**src/rtl/mux_nx1_rr.sv**
```systemverilog
// rtl/mux_nx1_rr.sv - registered N:1 mux with valid/ready, explicit-select and round-robin modes
module mux_nx1_rr #(
  parameter int N     = 4,
  parameter int WIDTH = 8,
  parameter int SELW  = $clog2(N)
) (
  input  logic                 clk,
  input  logic                 reset,
  input  logic [N*WIDTH-1:0]   in_data,
  input  logic [N-1:0]         in_valid,
  output logic [N-1:0]         in_ready,
  input  logic [SELW-1:0]      sel,
  input  logic                 mode,
  output logic [WIDTH-1:0]     out_data,
  output logic                 out_valid,
  input  logic                 out_ready,
  output logic [SELW-1:0]      out_ch
);

  logic [WIDTH-1:0] out_data_q, out_data_d;
  logic             out_valid_q, out_valid_d;
  logic [SELW-1:0]  out_ch_q, out_ch_d;
  logic [SELW-1:0]  rr_ptr_q, rr_ptr_d;

  logic             load_en;
  logic             xfer;
  logic [SELW-1:0]  grant;
  logic             grant_vld;
  logic [WIDTH-1:0] grant_data;
  int               idx;

  assign load_en = !out_valid_q || out_ready;

  // Round-robin: walk k = N..1 so the smallest offset from rr_ptr wins.
  always_comb begin
    grant     = '0;
    grant_vld = 1'b0;
    idx       = 0;
    if (!mode) begin
      grant = sel;
      for (int i = 0; i < N; i++) begin
        if (sel == SELW'(i)) grant_vld = in_valid[i];
      end
    end else begin
      for (int k = N; k >= 1; k--) begin
        idx = (int'(rr_ptr_q) + k) % N;
        if (in_valid[idx]) begin
          grant     = SELW'(idx);
          grant_vld = 1'b1;
        end
      end
    end
  end

  always_comb begin
    in_ready   = '0;
    grant_data = '0;
    for (int i = 0; i < N; i++) begin
      if (grant == SELW'(i)) begin
        grant_data  = in_data[i*WIDTH +: WIDTH];
        in_ready[i] = !reset && load_en && grant_vld;
      end
    end
  end

  assign xfer = !reset && load_en && grant_vld;

  always_comb begin
    out_data_d  = out_data_q;
    out_ch_d    = out_ch_q;
    out_valid_d = out_valid_q;
    rr_ptr_d    = rr_ptr_q;
    if (load_en) begin
      out_valid_d = xfer;
      if (xfer) begin
        out_data_d = grant_data;
        out_ch_d   = grant;
        if (mode) rr_ptr_d = grant;
      end
    end
  end

  always_ff @(posedge clk) begin
    if (reset) begin
      out_data_q  <= '0;
      out_ch_q    <= '0;
      out_valid_q <= 1'b0;
      rr_ptr_q    <= SELW'(N-1);
    end else begin
      out_data_q  <= out_data_d;
      out_ch_q    <= out_ch_d;
      out_valid_q <= out_valid_d;
      rr_ptr_q    <= rr_ptr_d;
    end
  end

  assign out_data  = out_data_q;
  assign out_valid = out_valid_q;
  assign out_ch    = out_ch_q;

endmodule
```
**config.mk**
```make
export PLATFORM = sky130hd
export DESIGN_NAME = mux_nx1_rr
export DESIGN_NICKNAME = d
export VERILOG_FILES = /design/src/rtl/mux_nx1_rr.sv
export SDC_FILE = /design/constraint.sdc
export NUM_CORES = 1
export LEC_CHECK = 0
export CAP_MARGIN = 0
export CORE_UTILIZATION = 38
export DETAILED_ROUTE_END_ITERATION = 12
export GPL_ROUTABILITY_DRIVEN = 0
export PLACE_DENSITY = 0.75
export SLEW_MARGIN = 0
export SYNTH_ARGS = -nofsm -noshare
export SYNTH_HDL_FRONTEND = slang
export SYNTH_SLANG_ARGS = --single-unit
export TNS_END_PERCENT = 20
```
**constraint.sdc**
```tcl
create_clock -name clk -period 1.6 [get_ports clk]
set_input_delay 0.24 -clock clk [delete_from_list [all_inputs] [get_ports clk]]
set_output_delay 0.24 -clock clk [all_outputs]
set_load 0.1 [all_outputs]
```
After elaboration in Yosys (flattened, before gate mapping):

Index checks and enable logic that the tools add are counted.

* multiplexer cells: 34
* $lt $le $gt $ge: 4
* reductions and logical operators: 13
* add/sub/neg operators: 4
* equal/unequal tests: 6
* bitwise logic cells: 4

Operators by type and width (count)
* two-way mux 8 bit: 4
* two-way mux 1 bit: 21
* less-than comparator 3 x 4 -> 1 bit, second input constant: 4
* two-way mux 2 bit: 5
* binary-select mux 1 bit (select 2 bit): 4
* equality test 2 bit, second input constant: 4
* OR reduction 2 bit: 4
* adder 2 x 1 -> 2 bit, second input constant: 2
* adder 2 bit, second input constant: 2
* AND 1 bit, first input constant: 4
* equality test 2 x 1 -> 1 bit, second input constant: 2
* zero test 2 bit: 2
* AND reduction 3 bit: 1
* logical AND 1 bit: 2
* zero test 1 bit: 2
* AND reduction 2 bit: 1
* logical OR 1 bit: 1

* output and inout bits: 15
* flip-flop bits (word level): 13
* logic and storage cells: 69

Depth between registers and ports, before layout:

Gate-level depths: netlist of run 1.

* depth after elaboration: 16
* depth in mapped cells: 7
* depth with buffers taken out: 5

Least setup slack after synthesis of run 1:

No wires, ideal clock.

* kind: reg2out
* start: reg rr_ptr_q[1]
* end: out in_ready[0]
* data required time: 1.360 ns
* stages on the path, launching flop included: 8
* arrival: 2.655 ns
* slack: -1.295 ns
* cells stage by stage: dfxtp_1 buf_2 and2_1 o221a_2 clkbuf_1 a21boi_4 nand2_1 nor2_1

* longest elaborated chain between the ends: 11
* elaborated cells between the ends (all ways): 29
* those cells by class: 4 x add/sub; 23 x mux; 2 x reduce/logical

Ends and longest elaborated chain
* start, declared: line 23 `logic [SELW-1:0] rr_ptr_q, rr_ptr_d;`
* start signal, assigned: line 88 `rr_ptr_q <= SELW'(N-1);`
* start signal, assigned: line 93 `rr_ptr_q <= rr_ptr_d;`
* adder 2 x 1 -> 2 bit: line 46 `idx = (int'(rr_ptr_q) + k) % N;`
* binary-select mux 1 bit (select 2 bit): line 47 `if (in_valid[idx]) begin`
* two-way mux 1 bit (not written as such) (2 in series): line 47
* two-way mux 2 bit / two-way mux 1 bit (equally long branches) (4 in series): line 47
* two-way mux 2 bit / two-way mux 1 bit (equally long branches): line 39 `if (!mode) begin`
* zero test 2 bit / logical AND 1 bit (equally long branches): line 59, 61
* two-way mux 1 bit *: line 59 `if (grant == SELW'(i)) begin`
* end, declared: line 11 `output logic [N-1:0] in_ready,`

Every way passes the cells marked *; elsewhere a longest branch is shown, timed or not. The select of a mux whose other input is x is not followed.

Worst setup path after layout of run 1:

* start: in in_valid[0]
* end: out in_ready[0]

* longest elaborated chain between the ends: 10
* elaborated cells between the ends (all ways): 29
* those cells by class: 27 x mux; 2 x reduce/logical

Ends and longest elaborated chain
* start, declared: line 10 `input logic [N-1:0] in_valid,`
* binary-select mux 1 bit (select 2 bit): line 47
* two-way mux 1 bit (not written as such) (2 in series): line 47
* two-way mux 2 bit / two-way mux 1 bit (equally long branches) (4 in series): line 47
* two-way mux 2 bit / two-way mux 1 bit (equally long branches): line 39
* zero test 2 bit / logical AND 1 bit (equally long branches): line 59, 61
* two-way mux 1 bit *: line 59

Marks and branches as above.

==> results by group, run 1 <==
Status
  – Result of the run: complete, but fails checks
  – Violated checks: setup timing

Setup path
  – CP Data Required Time: 1.36 ns
  – Master of the slowest instance on the critical path: sky130_fd_sc_hd__mux4_2
  – Cell-by-cell listing of the critical path: clkdlybuf4s15_2 -> mux4_2 -> mux2_4 -> and3_4 -> nand2_4 -> nor2_4 -> buf_12
  – Register-to-Register Setup Slack: -0.18 ns
  – Maximum fanout along the worst path: 3
  – Category of cells accounting for the largest share of critical-path delay: multiplexers
  – Startpoint type of the worst setup path: input pin
  – Delay of the slowest cell on the worst path: 0.45 ns
  – Type of the worst setup path: input pin to output port
  – Combined buffer and inverter count along the critical path: 2
  – WP data arrival: 1.67 ns
  – Category of the worst setup path capture point: output port
  – Launch point of the worst reg-to-reg path: rr_ptr_q[1]
  – Number of cells on the worst reg-to-reg path: 5
  – Worst reg2reg path endpoint: out_data[5]
  – Startpoint of the most critical setup path: in_valid[0]

Floorplanning
  – Area enclosed by the die boundary: 3744 um^2
  – Die Height: 61.19 um
  – Cell Rows: 21
  – Horizontal die dimension: 61.19 um
  – Initial cell density of the core: 39.90%
  – Io pins: 57
  – Placeable Area: 3337 um^2

Logic synthesis
  – Flip-flop and latch count after synthesis: 13
  – Fraction of synthesis flops using an asynchronous set or reset pin: 0%
  – Warnings, synthesis: 0
  – Number of standard cells after synthesis: 174
  – Synthesized area per cell: 7.651 um^2
  – Area share of the largest cell type after synthesis: 19.55%
  – Distinct cell type count of the synthesized netlist: 38
  – Mapped Area: 1331 um^2
  – Ys flop type: sky130_fd_sc_hd__dfxtp_1
  – Cell types with the largest area share after synthesis: sky130_fd_sc_hd__dfxtp_1 20%, sky130_fd_sc_hd__mux2i_1 6.8%, sky130_fd_sc_hd__a32o_1 6.0%, sky130_fd_sc_hd__o221ai_1 5.9%, sky130_fd_sc_hd__a2111oi_0 5.3%
  – Net Count, Synth: 216
  – Share of synthesized area occupied by flip-flops and latches: 19.55%
  – Top cell type by total area after synthesis: sky130_fd_sc_hd__dfxtp_1
  – Number of synthesized flops with an enable pin: 0

STA
  – F_max: 522.7 MHz
  – Final setup violation count: 12
  – Slew Viols, Final: 0
  – Period utilization: 119.6%
  – Maximum clock skew at final layout: 0.01088 ns
  – Worst relative slew slack: 56.82%
  – Least-Margin Pin Slew: 0.6453 ns
  – Final sum of negative setup slack: -2.368 ns
  – Final hold violations: 0
  – RSZ-0062 raised after global routing: yes
  – Crit path time final: 1.913 ns
  – Worst setup margin: -0.3131 ns

Placement
  – Area of placed instances: 2371 um^2
  – Half-perimeter wire length of the detailed placement result: 3.915 mm
  – Number of buffers inserted by port buffering: 56

Clock network
  – Number of buffers between clock root and the deepest sink: 2
  – Clock root buffer: sky130_fd_sc_hd__clkbuf_4
  – H-tree level count: 1
  – Clock insertion delay at the later pin of the skew report: 0.28 ns
  – Clock buffer count from CTS: 3
  – Clock input transition at the sequential cells of the worst setup and hold paths: 0.09 ns
  – Clock tree from TritonCTS: yes
  – Number of sinks driven by the clock tree: 13

Route
  – Starting DRC count in detailed routing: 115
  – DRT Pass-1 Iters: 4
  – Average detailed-routed wire length per instance: 16.91 um
  – Total wirelength of the detailed-routed design: 5.125 mm
  – Via count: 1,857
  – DRC violation count after routing: 0
  – Via density per instance: 6.129
  – Post-DRT Antenna Nets: 0

Run
  – Max-cap violations: 0

Power
  – Maximum vdd ir drop: 0.5233 mV
  – Total power: 1.708 mW
  – Leakage power: 1.004 nW
  – Power density over cell area: 692.2 nW/um^2

Global route
  – Vias in the first global route: 1,740
  – Residual overflow from global routing: 0
  – First-pass GRT wire length: 7.941 mm
  – Maximum number of pins on one net before global-route repair: 22
  – GRT Total Usage: 28.57%
  – Initial antenna violation count: 0

Hold path
  – Type of the most critical hold path: register to register
  – Worst Hold Endpoint: out_ch[0]
  – Hold Path Cell Cnt: 2
  – Origin of the worst min-delay path: out_ch[0]

Finish
  – Filler cell count in the final layout: 253
  – Layout Cell Area excl Fill: 2467 um^2
  – Growth of design area from synthesis to finish: 85.34%
  – Layout cells sized above 1: 36.19%
  – Final net count: 300
  – Final core utilization: 73.94%
  – Number of antenna repair diodes: 0
[power by group]
| group | internal, mW | switching (mW) |
|---|---|---|
| clock | 0.0969 | 0.112 |
| sequential | 0.364 | 0.0455 |
| combinational | 0.476 | 0.613 |
[worst max-delay path by stage]
stage | slack, ns | depth (start not counted) | to
2_1_floorplan | -0.43 | 7 | in_ready[0]
3_3_place_gp | -0.70 | 7 | in_ready[0]
3_5_place_dp | -0.72 | 7 | in_ready[0]
4_1_cts | -0.32 | 6 | in_ready[2]
5_1_grt | -0.36 | 6 | in_ready[2]
6_report | -0.31 | 7 | in_ready[0]
[cells by family after synthesis]
kind of cell           Yosys count  synth area share [%]
and+or+nand+nor                 66                 24.81
AOI/OAI and AO/OA               58                 37.22
buffers and inverters           26                 8.835
DFF                             13                 19.55
muxes                           11                 9.586
[final cells by class]
type                            instances  area, um^2  area share, %
Tap cell                               46       57.56          2.333
Inverter                               10       37.54          1.521
Clock buffer                            4       26.28          1.065
Sequential cell                        13       266.5          10.80
Multi-Input combinational cell        135        1080          43.76
Timing Repair Buffer                   95       999.7          40.52
[layer usage]
metal,GRT usage [%],wire [um],vias up
li1,-,-,864
met1,32.40,1931,899
met5,0,0,-
met2,52.80,2779,78
met4,11.04,167,0
met3,5.042,246,16
[what timing repair did]
action / CTS / global route
gates resized for setup: 34 / 9
buffers inserted: 2 / 0
hold buffers: 0 / 0
pin swaps: 10 / 3
hold endpoints to repair: 0 / 0
endpoints found under the setup margin: 15 / 13
[synth_stat cells (2+ instances only)]
cell / count
sky130_fd_sc_hd__nor2_1: 18
sky130_fd_sc_hd__a21oi_1: 4
sky130_fd_sc_hd__mux2i_1: 9
sky130_fd_sc_hd__buf_6: 2
sky130_fd_sc_hd__a2111oi_0: 8
sky130_fd_sc_hd__a32o_1: 8
sky130_fd_sc_hd__a311oi_1: 8
sky130_fd_sc_hd__dfxtp_1: 13
sky130_fd_sc_hd__o211ai_1: 9
sky130_fd_sc_hd__o22ai_1: 2
sky130_fd_sc_hd__o221ai_1: 9
sky130_fd_sc_hd__o221a_2: 2
sky130_fd_sc_hd__nand4_1: 9
sky130_fd_sc_hd__buf_2: 4
sky130_fd_sc_hd__nand3_1: 9
sky130_fd_sc_hd__inv_1: 10
sky130_fd_sc_hd__clkbuf_1: 8
sky130_fd_sc_hd__nand2b_1: 7
sky130_fd_sc_hd__buf_1: 2
sky130_fd_sc_hd__nand2_1: 15
[placed cells by master (no fill, tap or decap), types with 8 or more instances in the layout]
cell,n
sky130_fd_sc_hd__inv_1,10
sky130_fd_sc_hd__buf_4,37
sky130_fd_sc_hd__a311oi_1,8
sky130_fd_sc_hd__buf_12,16
sky130_fd_sc_hd__o221ai_1,9
sky130_fd_sc_hd__nand2_1,13
sky130_fd_sc_hd__nand3_1,9
sky130_fd_sc_hd__clkdlybuf4s50_1,35
sky130_fd_sc_hd__nand4_1,9
sky130_fd_sc_hd__dfxtp_1,10
sky130_fd_sc_hd__a32o_1,8
sky130_fd_sc_hd__mux2i_1,9
sky130_fd_sc_hd__nor2_1,12
sky130_fd_sc_hd__o211ai_1,9
[flip-flops by register name, summed over array words and instances (netlist names)]
name	cells
out_ch	2
out_valid	1
out_data	8
rr_ptr_q	2
[worst min-delay path, delay by kind of cell, from the launching register on]
family | cells | cell delay (ns)
AND/OR/NAND/NOR | 1 | 0.08
AO/OA/AOI/OAI | 1 | 0.06
flip-flops | 1 | 0.35
[through the flow]
step / worst slack, ns / cells / hold WS [ns]
floorplan: -0.4258 / 174 / 0.3091
global placement: -0.6960 / 297 / 0.4976
detailed placement: -0.7202 / 297 / 0.5126
CTS: -0.3195 / 303 / 0.5254
global route: -0.3566 / 303 / 0.5485
finish: -0.3131 / 303 / 0.5141
No activity file was read; power rests on OpenSTA's default activity.
==> run 2: changes to the inputs <==
--- a/config.mk
+++ b/config.mk
@@ -6,10 +6,11 @@
 export NUM_CORES = 1
 export LEC_CHECK = 0
 export CAP_MARGIN = 0
-export CORE_UTILIZATION = 38
+export CORE_UTILIZATION = 40
+export CTS_BUF_LIST = sky130_fd_sc_hd__clkbuf_4 sky130_fd_sc_hd__clkbuf_8
 export DETAILED_ROUTE_END_ITERATION = 12
 export GPL_ROUTABILITY_DRIVEN = 0
-export PLACE_DENSITY = 0.75
+export PLACE_DENSITY = 0.78
 export SLEW_MARGIN = 0
 export SYNTH_ARGS = -nofsm -noshare
 export SYNTH_HDL_FRONTEND = slang
==> run 2 against run 1 <==
  * The run still ends with setup timing left
  * Flip-flop and latch count did not move
  * Largest power group unchanged
  * Clock power rose by 7%
  * Critical path depth fell by 1
  * Hold slack got worse by 0.0067 ns
  * Setup slack improved by 0.010 ns
  * Highest routed layer unchanged
  * Routed wire length fell by 9.1%
  * Maximum frequency rose by 0.54%
  * Cell count fell by 0.66%
  * Utilization rose by 6.4 points
==> results by group, run 2 (same netlist as run 1, synthesis figures left out) <==
Clock network
  – Clock tree from TritonCTS: yes
  – Clock insertion delay at the later pin of the skew report: 0.28 ns
  – Clock buffer count from CTS: 3
  – CTS Hold Buffers Added: 0
  – Number of buffers between clock root and the deepest sink: 2
  – Number of sinks driven by the clock tree: 13
  – Clock root buffer: sky130_fd_sc_hd__clkbuf_4
  – H-tree level count: 1
  – Clock input transition at the sequential cells of the worst setup and hold paths: 0.08 ns

Power
  – Leakage power: 1.027 nW
  – Total power: 1.722 mW
  – Maximum vdd ir drop: 0.3335 mV
  – Power density over cell area: 691.0 nW/um^2

STA
  – Final setup violation count: 14
  – Period utilization: 118.9%
  – Slew Viols, Final: 0
  – Least-Margin Pin Slew: 0.5827 ns
  – Crit path time final: 1.903 ns
  – RSZ-0062 raised after global routing: yes
  – F_max: 525.5 MHz
  – Worst setup margin: -0.3029 ns
  – Worst relative slew slack: 61.01%
  – WHS: 0.5074 ns
  – Final hold violations: 0
  – Maximum clock skew at final layout: 0.007408 ns

Finish
  – Growth of design area from synthesis to finish: 87.22%
  – Final net count: 300
  – Most frequent cells in the layout: 35 x sky130_fd_sc_hd__buf_4, 34 x sky130_fd_sc_hd__clkdlybuf4s50_1, 16 x sky130_fd_sc_hd__buf_12
  – Final core utilization: 80.32%
  – Max FFs per register: 8
  – Filler cell count in the final layout: 189
  – Most common library cell in the layout ignoring fill and taps: sky130_fd_sc_hd__buf_4
  – Number of antenna repair diodes: 0
  – Layout cells sized above 1: 37.74%
  – Layout Cell Area excl Fill: 2492 um^2

Placement
  – Half-perimeter wire length of the detailed placement result: 3.619 mm
  – Post-Place Worst Slack: -0.7295 ns
  – Number of buffers inserted by port buffering: 56
  – Area of placed instances: 2369 um^2

Setup path
  – Maximum fanout along the worst path: 8
  – Type of the worst setup path: register to output port
  – CP Data Required Time: 1.36 ns
  – Startpoint type of the worst setup path: register
  – Category of the worst setup path capture point: output port
  – WP data arrival: 1.66 ns

Floorplanning
  – Horizontal die dimension: 59.69 um
  – Placeable Area: 3103 um^2
  – Initial cell density of the core: 42.90%
  – Cell Rows: 20
  – Die Height: 59.69 um
  – Area enclosed by the die boundary: 3563 um^2
  – Io pins: 57

Hold path
  – Type of the most critical hold path: input pin to register

Global route
  – Residual overflow from global routing: 0
  – Initial antenna violation count: 0
  – Vias in the first global route: 1,631
  – First-pass GRT wire length: 7.231 mm
  – Maximum number of pins on one net before global-route repair: 25
  – GRT Total Usage: 27.01%

Status
  – Violated checks: setup timing
  – Result of the run: complete, but fails checks

Route
  – DRT Pass-1 Iters: 4
  – Average detailed-routed wire length per instance: 15.48 um
  – Via count: 1,782
  – Via density per instance: 5.920
  – Post-DRT Antenna Nets: 0
  – Starting DRC count in detailed routing: 90
  – Total wirelength of the detailed-routed design: 4.658 mm
  – DRC violation count after routing: 0

Run
  – Max-cap violations: 0
run 2: changes by cell type in the layout (fill, tap and decap cells not counted), moves of 2 or more:
cell,before,now
sky130_fd_sc_hd__a2111oi_0,1,4
sky130_fd_sc_hd__nand2b_1,5,3
sky130_fd_sc_hd__buf_4,37,35
sky130_fd_sc_hd__a2111oi_2,4,1
sky130_fd_sc_hd__nand2b_4,2,4
sky130_fd_sc_hd__buf_6,1,3
run 2: per-stage QoR:
step                      TNS (ns)  cells
after global placement      -9.740    295
after CTS                   -2.456    300
after detailed placement    -10.49    295
final                       -1.955    301
after floorplan             -3.325    174
after global routing        -2.680    301
run 2: critical path: stages, from the launching register on:
cell and delay, ns:
sky130_fd_sc_hd__dfxtp_4 0.38, sky130_fd_sc_hd__and2_4 0.15, sky130_fd_sc_hd__o221a_4 0.25, sky130_fd_sc_hd__a21boi_4 0.20, sky130_fd_sc_hd__nand2_4 0.10, sky130_fd_sc_hd__nor2_4 0.13, sky130_fd_sc_hd__buf_12 0.18
run 2: where the power goes:
group          total, mW  internal, mW  switching, mW
combinational       1.09         0.485          0.603
clock              0.224         0.114          0.110
sequential         0.410         0.364         0.0458
total               1.72         0.963          0.759
run 2: metal layers:
metal	wire length, um	part of all wire, %	vias up	global-route usage [%]
li1	-	-	857	-
met1	1916	41	840	32.23
met2	2383	51	79	48.89
met3	309	6.6	6	3.896
met4	48	1.0	0	9.302
met5	0	0	-	0
run 2: what timing repair did:
action / 4_1_cts / 5_1_grt
endpoints found under the setup margin: 15 / 13
buffers inserted: 1 / 1
resized for setup: 29 / 21
pin swaps: 10 / 4
run 2: worst paths after layout:
check	endpoint	slack (ns)	from	cells past startpoint
worst min-delay path	rr_ptr_q[0]	0.51	in_valid[2]	5
worst max register to register	out_data[7]	-0.17	rr_ptr_q[1]	6
worst min register to register	out_data[1]	0.54	out_data[1]	1
worst max-delay path	in_ready[1]	-0.30	rr_ptr_q[1]	6
run 2: layout make-up:
type                       instances  area (um^2)  share of cell area (%)
clock buffer                       4        30.03                   1.205
inverter                          10        37.54                   1.506
multi-input combinational        135         1090                   43.73
sequential                        13        266.5                   10.69
tap                               44        55.05                   2.209
timing repair buffer              95         1013                   40.66
